--- config.mk ---
export PLATFORM = sky130hd
export DESIGN_NAME = apb_master_fsm
export DESIGN_NICKNAME = d
export VERILOG_FILES = /design/src/rtl/apb_master_fsm.sv
export SDC_FILE = /design/constraint.sdc
export NUM_CORES = 1
export LEC_CHECK = 0
export CAP_MARGIN = 10
export CORE_UTILIZATION = 35
export CTS_CLUSTER_SIZE = 25
export DETAILED_ROUTE_END_ITERATION = 8
export PLACE_DENSITY = 0.73
export SYNTH_ARGS = -nofsm -noshare
export SYNTH_HDL_FRONTEND = slang
export SYNTH_SLANG_ARGS = --single-unit
--- constraint.sdc ---
create_clock -name Pclk -period 1.55 [get_ports Pclk]
set_input_delay 0.31 -clock Pclk [delete_from_list [all_inputs] [get_ports Pclk]]
set_output_delay 0.31 -clock Pclk [all_outputs]
set_load 0.02 [all_outputs]
--- src/rtl/apb_master_fsm.sv ---
// rtl/apb_master_fsm.sv - APB master sequencer (IDLE/SETUP/ACCESS) fed by the bridge FIFO pair
// Optional slave-error capture enabled by defining APB_SLVERR_EN.
module apb_master_fsm #(
    parameter int ADDR_W = 32,
    parameter int DATA_W = 32
) (
    input  logic              Pclk,
    input  logic              Preset,
    input  logic              transfer,
    input  logic [ADDR_W:0]   addr_temp,
    input  logic [DATA_W-1:0] data_temp,
    input  logic              Pready,
    input  logic [DATA_W-1:0] Prdata,
    input  logic              Pslverr,
    output logic              Psel,
    output logic              Penable,
    output logic              Pwrite,
    output logic [ADDR_W-1:0] Paddr,
    output logic [DATA_W-1:0] Pwdata,
    output logic              Pint,
    output logic [DATA_W-1:0] Prdata_temp,
    output logic              rd_valid,
    output logic              Perr,
    output logic [15:0]       xfer_cnt
);

    localparam logic [1:0] ST_IDLE   = 2'd0;
    localparam logic [1:0] ST_SETUP  = 2'd1;
    localparam logic [1:0] ST_ACCESS = 2'd2;

    logic [1:0]        state_q, state_d;
    logic              psel_q, psel_d;
    logic              penable_q, penable_d;
    logic              pwrite_q, pwrite_d;
    logic [ADDR_W-1:0] paddr_q, paddr_d;
    logic [DATA_W-1:0] pwdata_q, pwdata_d;
    logic [DATA_W-1:0] prdata_temp_q, prdata_temp_d;
    logic              rd_valid_q, rd_valid_d;
    logic              perr_q, perr_d;
    logic [15:0]       xfer_cnt_q, xfer_cnt_d;

    always_comb begin
        state_d       = state_q;
        pwrite_d      = pwrite_q;
        paddr_d       = paddr_q;
        pwdata_d      = pwdata_q;
        prdata_temp_d = prdata_temp_q;
        rd_valid_d    = 1'b0;
        perr_d        = perr_q;
        xfer_cnt_d    = xfer_cnt_q;

        case (state_q)
            ST_IDLE: begin
                if (transfer) begin
                    state_d  = ST_SETUP;
                    paddr_d  = addr_temp[ADDR_W-1:0];
                    pwrite_d = addr_temp[ADDR_W];
                    pwdata_d = data_temp;
                end
            end
            ST_SETUP: state_d = ST_ACCESS;
            ST_ACCESS: begin
                // Completion always passes through IDLE so the FIFO head can advance.
                if (Pready) begin
                    state_d    = ST_IDLE;
                    xfer_cnt_d = xfer_cnt_q + 16'd1;
                    if (!pwrite_q) begin
                        prdata_temp_d = Prdata;
                        rd_valid_d    = 1'b1;
                    end
`ifdef APB_SLVERR_EN
                    perr_d = perr_q | Pslverr;
`endif
                end
            end
            default: state_d = ST_IDLE;
        endcase

`ifndef APB_SLVERR_EN
        perr_d = 1'b0;
`endif

        // Psel/Penable are registered, so they follow the next state.
        psel_d    = (state_d != ST_IDLE);
        penable_d = (state_d == ST_ACCESS);
    end

`ifndef APB_SLVERR_EN
    logic unused_slverr;
    assign unused_slverr = Pslverr;
`endif

    always_ff @(posedge Pclk) begin
        if (Preset) begin
            state_q       <= ST_IDLE;
            psel_q        <= 1'b0;
            penable_q     <= 1'b0;
            pwrite_q      <= 1'b0;
            paddr_q       <= '0;
            pwdata_q      <= '0;
            prdata_temp_q <= '0;
            rd_valid_q    <= 1'b0;
            perr_q        <= 1'b0;
            xfer_cnt_q    <= 16'd0;
        end else begin
            state_q       <= state_d;
            psel_q        <= psel_d;
            penable_q     <= penable_d;
            pwrite_q      <= pwrite_d;
            paddr_q       <= paddr_d;
            pwdata_q      <= pwdata_d;
            prdata_temp_q <= prdata_temp_d;
            rd_valid_q    <= rd_valid_d;
            perr_q        <= perr_d;
            xfer_cnt_q    <= xfer_cnt_d;
        end
    end

    assign Pint        = (state_q == ST_ACCESS);
    assign Psel        = psel_q;
    assign Penable     = penable_q;
    assign Pwrite      = pwrite_q;
    assign Paddr       = paddr_q;
    assign Pwdata      = pwdata_q;
    assign Prdata_temp = prdata_temp_q;
    assign rd_valid    = rd_valid_q;
    assign Perr        = perr_q;
    assign xfer_cnt    = xfer_cnt_q;

endmodule

# Yosys cells after proc, flatten, opt, wreduce, memory -nomap -nowiden
# Index checks and enable logic that the tools add are counted.
dict set report totals {
  regBits 118
  in_bits 102
  out_inout_bits 118
}
dict set report classes {
  n_addsub 1
  n_eq_ne 3
  muxes 4
  n_bitwise 3
  reduce_logical 6
}
# operator n
set op_table {}
lappend op_table {{16-bit by 1-bit adder with 16-bit output (second input constant)} 1}
lappend op_table {{2-bit one-hot mux with 3 select lines} 1}
lappend op_table {{2-bit equality test (second input constant)} 2}
lappend op_table {{2-bit two-way mux} 2}
lappend op_table {{2-bit AND reduction} 2}
lappend op_table {{1-bit inverter} 3}
lappend op_table {{3-bit AND reduction} 1}
lappend op_table {{3-bit OR reduction} 1}
lappend op_table {{2-bit by 1-bit equality test with 1-bit output (second input constant)} 1}
lappend op_table {{2-bit logical NOT} 1}
lappend op_table {{2-bit nonzero test} 1}
lappend op_table {{1-bit two-way mux} 1}

# Depth between registers and ports, before layout
# Gate-level depths: netlist (run 1).
dict set report logic_depth {
  ltp_word 3
  depth_mapped 6
  mapped_depth_nobuf 4
}

# Worst setup path after synthesis (run 1)
# OpenSTA, ideal clock, no wires.
dict set report synth_timing {
  path_kind {register -> register}
  startpoint {reg xfer_cnt_q[11] (netlist: xfer_cnt[11])}
  endpoint {reg xfer_cnt_q[15] (netlist: xfer_cnt[15])}
  setup_time_ps 121
  arrival_time_ps 1553
  path_slack_ps -124
  path_stages_with_launch 5
  cell_sequence {dfxtp_1 -> nand4_1 -> or2_2 -> nor4_1 -> mux2_2}
}
dict set report synth_between {
  elab_chain_cells 1
}
# item line_no
set synth_rtl {}
lappend synth_rtl {{start: declaration} 40} ;# logic [15:0] xfer_cnt_q, xfer_cnt_d;
lappend synth_rtl {{start signal: assignment} 115} ;# xfer_cnt_q <= xfer_cnt_d;
lappend synth_rtl {{16-bit by 1-bit adder with 16-bit output} 66} ;# xfer_cnt_d = xfer_cnt_q + 16'd1;
# No other way between the ends.
# A chain may end at the register's enable or synchronous reset.

# Final worst setup path (run 1)
dict set report layout_timing {
  startpoint {reg xfer_cnt_q[3] (netlist: xfer_cnt[3])}
  endpoint {out xfer_cnt[3]}
}
# item line_no
set layout_rtl {}
lappend layout_rtl {{end: declaration} 24} ;# output logic [15:0] xfer_cnt
# No word-level cell between the ends.

==> results.md, run 1 <==
* Synth Instances at 523
* DR vias/cell at 4.73
* Outcome: finished, violations left
* Crit-path cells: buf_4 -> clkdlybuf4s15_1
* WP data arrival at roughly 1200 ps
* Routed vias at 4278
* Chip width at 112 um
* Leakage at approximately 3.2 nW
* Setup TNS at 0 ps
* Core area at 11600 um^2
* Failing checks: DRC
* Post-CTS Hold Fix Bufs at 0
* Fin. max-slew vios at 0
* Final core occ at 61.4%
* Clock-pin slew on the worst setup and hold paths at 50 ps
* Synth Register Bits at ~120
* Hold path cells at 2
* Drt first-iter violations at roughly 230
* Post-synth cell types at 32
* First-pass GRT wire length at 19.9 mm
* Drt drc at 19
* CTS buffer count at 17
* Endpoints failing setup at 0
* Synth area leaders: dfxtp_1, nand2_1, a21oi_1
* Gp weighted congestion at 0.761
* Number of global-route vias before repair at 4164
* Pwr Density at between 1000 and 1500 nW/um^2
* Routed WL at 12.1 mm
* Initial antenna violation count at 0
* Tcrit/Tclk final at 96.6%
* Top cell type's share of synthesized area at around 56%
* All-Layer GR Usage at between 20% and 30%
* Slew headroom at 65.4%
* Final hold slack at 196 ps
* Total power at 7.62 mW
* Clock latency at the later pin of the worst-skew pair at approximately 400 ps
* Final worst slack at 52.1 ps
* CTS Buffer Depth at 2
* Syn_area_per_cell at 8.04 um^2
* Syn Nets at 626
* Synth async-reset ratio at 0%
* Critical Path End Type: output pin
* Post-route antenna net violation count at 0
* Top-level I/O count at 220
* CP startpoint kind: register
* Dpl ws at -484 ps
* Antenna cells at 0
* Crit path time final at 1500 ps
* Ys Warns at 0
* Hold Path Class: in2reg
* Yosys top cell by area: dfxtp_1
* Post-synth top flop: dfxtp_1
* R2R Setup Slk at 90 ps
* Die ar. at 12500 um^2
* Fin Clk Skew at 6.21 ps
* Sink Count at 118
* FMAX at 668 MHz
* RSZ-0062 raised after global routing: false
* Critical path's slowest cell: dfxtp_1
* Worst EP required at between 1000 and 1500 ps
* Worst vdd ir at 0.000618 V
* Largest net degree at the start of global routing at 63
* HPWL Detailed at a little under 9 mm
* Most common cell in the netlist: nand2_1
* CTS tree: yes
* Area grow syn2layout at 68.8%
* Hold Path Sink: Prdata_temp[9]
* Max-cap violations at 0
* DR WL/cell at 13.3 um
* Congestion Overflow GR at 0
* Final net count at 855
* Root Buffer: clkbuf_16
* Max H-tree Level at 4
* Worst-case reg-to-reg path depth at 4
* Num rows at 39
* Die boundary height at around 110 um
* Setup CP Type: reg2out
* Reg-to-reg endpoint: xfer_cnt[13]
* Post-synth top cells: nand2_1, dfxtp_1, a21oi_1, clkbuf_1, nor2_1
* Worst Path Max Fanout at 4
* Count of final hold-check violations at 0
* Post-synthesis sequential area ratio at a little under three fifths
* Slew @ Worst Pin at 518 ps
* Initial core utilization at 36.4%
* Worst hold path startpoint: Preset
* Worst reg2reg startpoint: state_q[0]
* Max incr delay on CP at between 300 and 400 ps
* Port Buffer Count at 217
* Drt pass-1 iters at 7
* Mapped Area at 4210 um^2
* Post-synth EDFFs at 0
* Layout cells sized above 1 at 9.86%
==> placed cells by master (no fill, tap or decap), drive strengths merged, types with 2 or more instances in the layout <==
cell type	n
nand2	199
dfxtp	118
dlygate4sd2	111
a21oi	103
clkdlybuf4s50	98
buf	31
clkbuf	23
nor2	17
xor2	7
nand4	6
clkinv	5
clkdlybuf4s15	5
or4	4
inv	4
nand3	4
o31ai	3
and2b	2
o21ai	2
nor2b	2
xnor2	2
and2	2
or2	2
==> through the flow <==
stage                     cells  cell area [um^2]
final                       904              7100
after floorplan             523              4210
after CTS                   904              7090
after global routing        904              7100
after detailed placement    875              6700
after global placement      875              6700
==> power by group <==
group / switching [mW] / internal, mW
sequential: 0.0627 / 3.17
clock: 1.21 / 2.20
combinational: 0.511 / 0.471
==> layer usage <==
metal	routed length [um]	share of wire [%]	track usage [%]	up-vias
met5	0	0	0	-
met4	184	1.5	10.2	0
met3	1120	9.3	7.13	16
met2	5820	48	34.0	186
met1	4950	41	22.4	1923
li1	-	-	-	2153
==> sequential cells by signal, summed over array words and instances (netlist names) <==
| signal | flops |
|---|---|
| Paddr | 32 |
| Prdata_temp | 32 |
| Pwdata | 32 |
| xfer_cnt | 16 |
| state_q | 2 |
| Penable | 1 |
| Psel | 1 |
| Pwrite | 1 |
| rd_valid | 1 |
==> how the worst max path moves through the flow <==
stage               slack (ps)      endpoint  depth (start not counted)        start
global placement          -450  xfer_cnt[11]                          5       Pready
global route                 2   xfer_cnt[0]                          1  xfer_cnt[0]
CTS                          9   xfer_cnt[1]                          1  xfer_cnt[1]
finish                      50   xfer_cnt[3]                          2  xfer_cnt[3]
detailed placement        -480  xfer_cnt[15]                          5       Pready
floorplan                  -20  xfer_cnt[15]                          4  xfer_cnt[3]
==> worst max-delay path, delay by kind of cell, from the launching register on <==
family,cells,cell delay [ps]
DFF,1,350
buffers and inverters,2,440
==> cell families (layout without fill, tap and decap cells) <==
logic type	Yosys count	in the layout	share of synthesized area, %
and+or+nand+nor	244	244	24.0
adders and majority gates	1	1	0.297
other	1	1	0.0892
AOI/OAI and AO/OA	108	108	13.0
xor gates and xnor gates	9	9	1.87
DFF	118	118	56.2
buffers and inverters	40	278	3.99
muxes	2	2	0.506
==> layout make-up <==
| type | instances | area [um^2] |
|---|---|---|
| clock buffer | 23 | 498 |
| tap | 143 | 179 |
| fill | 1069 | 4470 |
| timing repair buffer | 246 | 2320 |
| sequential | 118 | 2370 |
| multi-input combinational | 365 | 1690 |
| inverter | 4 | 15.0 |
| clock inverter | 5 | 25.0 |
==> repair_timing <==
action	CTS	global route
buffers inserted	1	0
pin swaps	1	1
resized for setup	124	6
setup endpoints to repair	122	7
No activity file was read; power rests on OpenSTA's default activity.
==> run 2: changes to the inputs <==
--- a/config.mk
+++ b/config.mk
@@ -6,10 +6,13 @@
 export NUM_CORES = 1
 export LEC_CHECK = 0
 export CAP_MARGIN = 10
-export CORE_UTILIZATION = 35
+export CELL_PAD_IN_SITES_DETAIL_PLACEMENT = 1
+export CELL_PAD_IN_SITES_GLOBAL_PLACEMENT = 1
+export CORE_UTILIZATION = 24
 export CTS_CLUSTER_SIZE = 25
 export DETAILED_ROUTE_END_ITERATION = 8
 export PLACE_DENSITY = 0.73
+export SLEW_MARGIN = 0
 export SYNTH_ARGS = -nofsm -noshare
 export SYNTH_HDL_FRONTEND = slang
 export SYNTH_SLANG_ARGS = --single-unit
==> results.md, run 2 (synthesized netlist as in run 1, its figures left out) <==
* First-pass GRT wire length at 23.5 mm
* Final net count at 860
* Setup CP Type: in2reg
* Area grow syn2layout at 73.5%
* Hold Path Class: in2reg
* All-Layer GR Usage at 16.9%
* Post-route antenna net violation count at 0
* Worst Path Max Fanout at 8
* Clk pwr share at 47.2%
* Highest-count cells in the layout ignoring fill and taps: nand2_1, dfxtp_1, dlygate4sd2_1
* Inst Count DP at 962
* Gp weighted congestion at ~0.77
* Commonest non-fill, non-tap cell in the layout: nand2_1
* Clock latency at the later pin of the worst-skew pair at 410 ps
* Top sig layer: met4
* Max H-tree Level at 4
* Pwr Density at between 1000 and 1500 nW/um^2
* Met2 wire len at 7.56 mm
* Port Buffer Count at ~220
* Die boundary height at 134 um
* Count of final hold-check violations at 0
* Dpl ws at -486 ps
* Num rows at between 40 and 50
* FMAX at 653 MHz
* Max-cap violations at 0
* Worst vdd ir at 0.000708 V
* Met1 Routed Length at about 6 mm
* P_sw at roughly 2.0 mW
* RSZ-0062 raised after global routing: true
* CP startpoint kind: input pin
* Largest net degree at the start of global routing at 50
* Outcome: complete, no violations
* Setup TNS at 0 ps
* Sink Count at 118
* WP data arrival at 1870 ps
* Final instance area at about 7300 um^2
* Combinational share of power at about an eighth
* Number of global-route vias before repair at 4775
* Initial core utilization at 24.5%
* Leakage at between 3 and 4 nW
* HPWL Detailed at 10.9 mm
* Post-route insts no fill at 994
* Sequential share of power at 40.3%
* Critical Path End Type: register
* Endpoints failing setup at 0
* Worst EP required at 1890 ps
* Chip width at 134 um
* Fin Clk Skew at 5.62 ps
* CTS tree: yes
* Switching share of power at about a quarter
* Drt first-iter violations at 126
* Top-level I/O count at 220
* Fin. max-slew vios at 0
* Die ar. at 18100 um^2
* Initial antenna violation count at 1
* CTS buffer count at 17
* CTS Buffer Depth at 2
* Routed vias at approximately 4400
* Final core occ at 42.5%
* Final worst slack at 19.4 ps
* DR WL/cell at ~15 um
* Final hold slack at 316 ps
* Routed WL at about 15 mm
* Congestion Overflow GR at 0
* Total power at between 8 and 9 mW
* Core area at 17200 um^2
* DP Area at 6840 um^2
* DR vias/cell at 4.45
* Drt pass-1 iters at 4
* Internal power at 6.04 mW
* Root Buffer: clkbuf_16
* Clock-pin slew on the worst setup and hold paths at 50 ps
* Layout cells sized above 1 at 12.0%
* Tcrit/Tclk final at 98.8%
* Drt drc at 0
* Met3 wire length at ~1.4 mm
* Crit path time final at 1530 ps
* Antenna cells at 0
==> run 2: cell types whose count changed in the layout (fill, tap and decap cells not counted), sizes merged <==
cell,previous run,this run
buf,31,36
clkbuf,23,26
clkinvlp,0,3
clkdlybuf4s15,5,3
bufinv,0,1
clkdlybuf4s50,98,99
clkinv,5,4
dlygate4sd2,111,110
dlymetal6s2s,1,0
==> run 2: cell type report <==
| class | count | area (um^2) |
|---|---|---|
| Multi-Input combinational cell | 365 | 1720 |
| Timing Repair Buffer | 251 | 2340 |
| Clock inverter | 8 | 72.6 |
| Clock buffer | 23 | 498 |
| Fill cell | 2062 | 9880 |
| Inverter | 4 | 15.0 |
| Tap cell | 225 | 282 |
| Sequential cell | 118 | 2370 |
==> run 2: worst paths after layout <==
kind / from / endpoint / slack, ps / cells past startpoint
worst min-delay path: Preset / xfer_cnt[10] / 320 / 2
worst min register to register: Paddr[13] / Paddr[13] / 450 / 2
worst max register to register: state_q[0] / xfer_cnt[13] / 20 / 4
worst max-delay path: Pready / xfer_cnt[13] / 20 / 5
==> run 2: critical path, stage by stage <==
cell	delay (ps)
clkdlybuf4s50_1	480
and4b_2	300
nand3_4	140
or4_4	510
a21oi_2	140
==> run 2: timing repair <==
item	4_1_cts	5_1_grt
buffers inserted	1	0
endpoints found under the hold margin	0	0
endpoints found under the setup margin	121	9
resized for setup	130	11
pin swaps	2	2
hold buffers	0	0
==> run 2: metal layers <==
layer  vias up  track usage, %
li1       2162               -
met1      2088            16.8
met2       155            30.5
met3        18            7.18
met4         0            7.43
met5         -               0
==> run 2: power by group through the flow <==
stage          Clock, mW  Combinational, mW  Sequential [mW]
6_report            3.79               1.01             3.24
5_1_grt             4.03               1.09             3.25
4_1_cts             3.88               1.02             3.24
3_5_place_dp           0               1.11             3.31
3_3_place_gp           0               1.08             3.30
2_1_floorplan          0              0.288             3.46
==> run 3: changes to the inputs <==
--- a/config.mk
+++ b/config.mk
@@ -11,6 +11,7 @@
 export CORE_UTILIZATION = 24
 export CTS_CLUSTER_SIZE = 25
 export DETAILED_ROUTE_END_ITERATION = 8
+export GPL_ROUTABILITY_DRIVEN = 0
 export PLACE_DENSITY = 0.73
 export SLEW_MARGIN = 0
 export SYNTH_ARGS = -nofsm -noshare
==> results of run 3 <==
No change in the layout: final DEF, timing and power equal those of run 2.
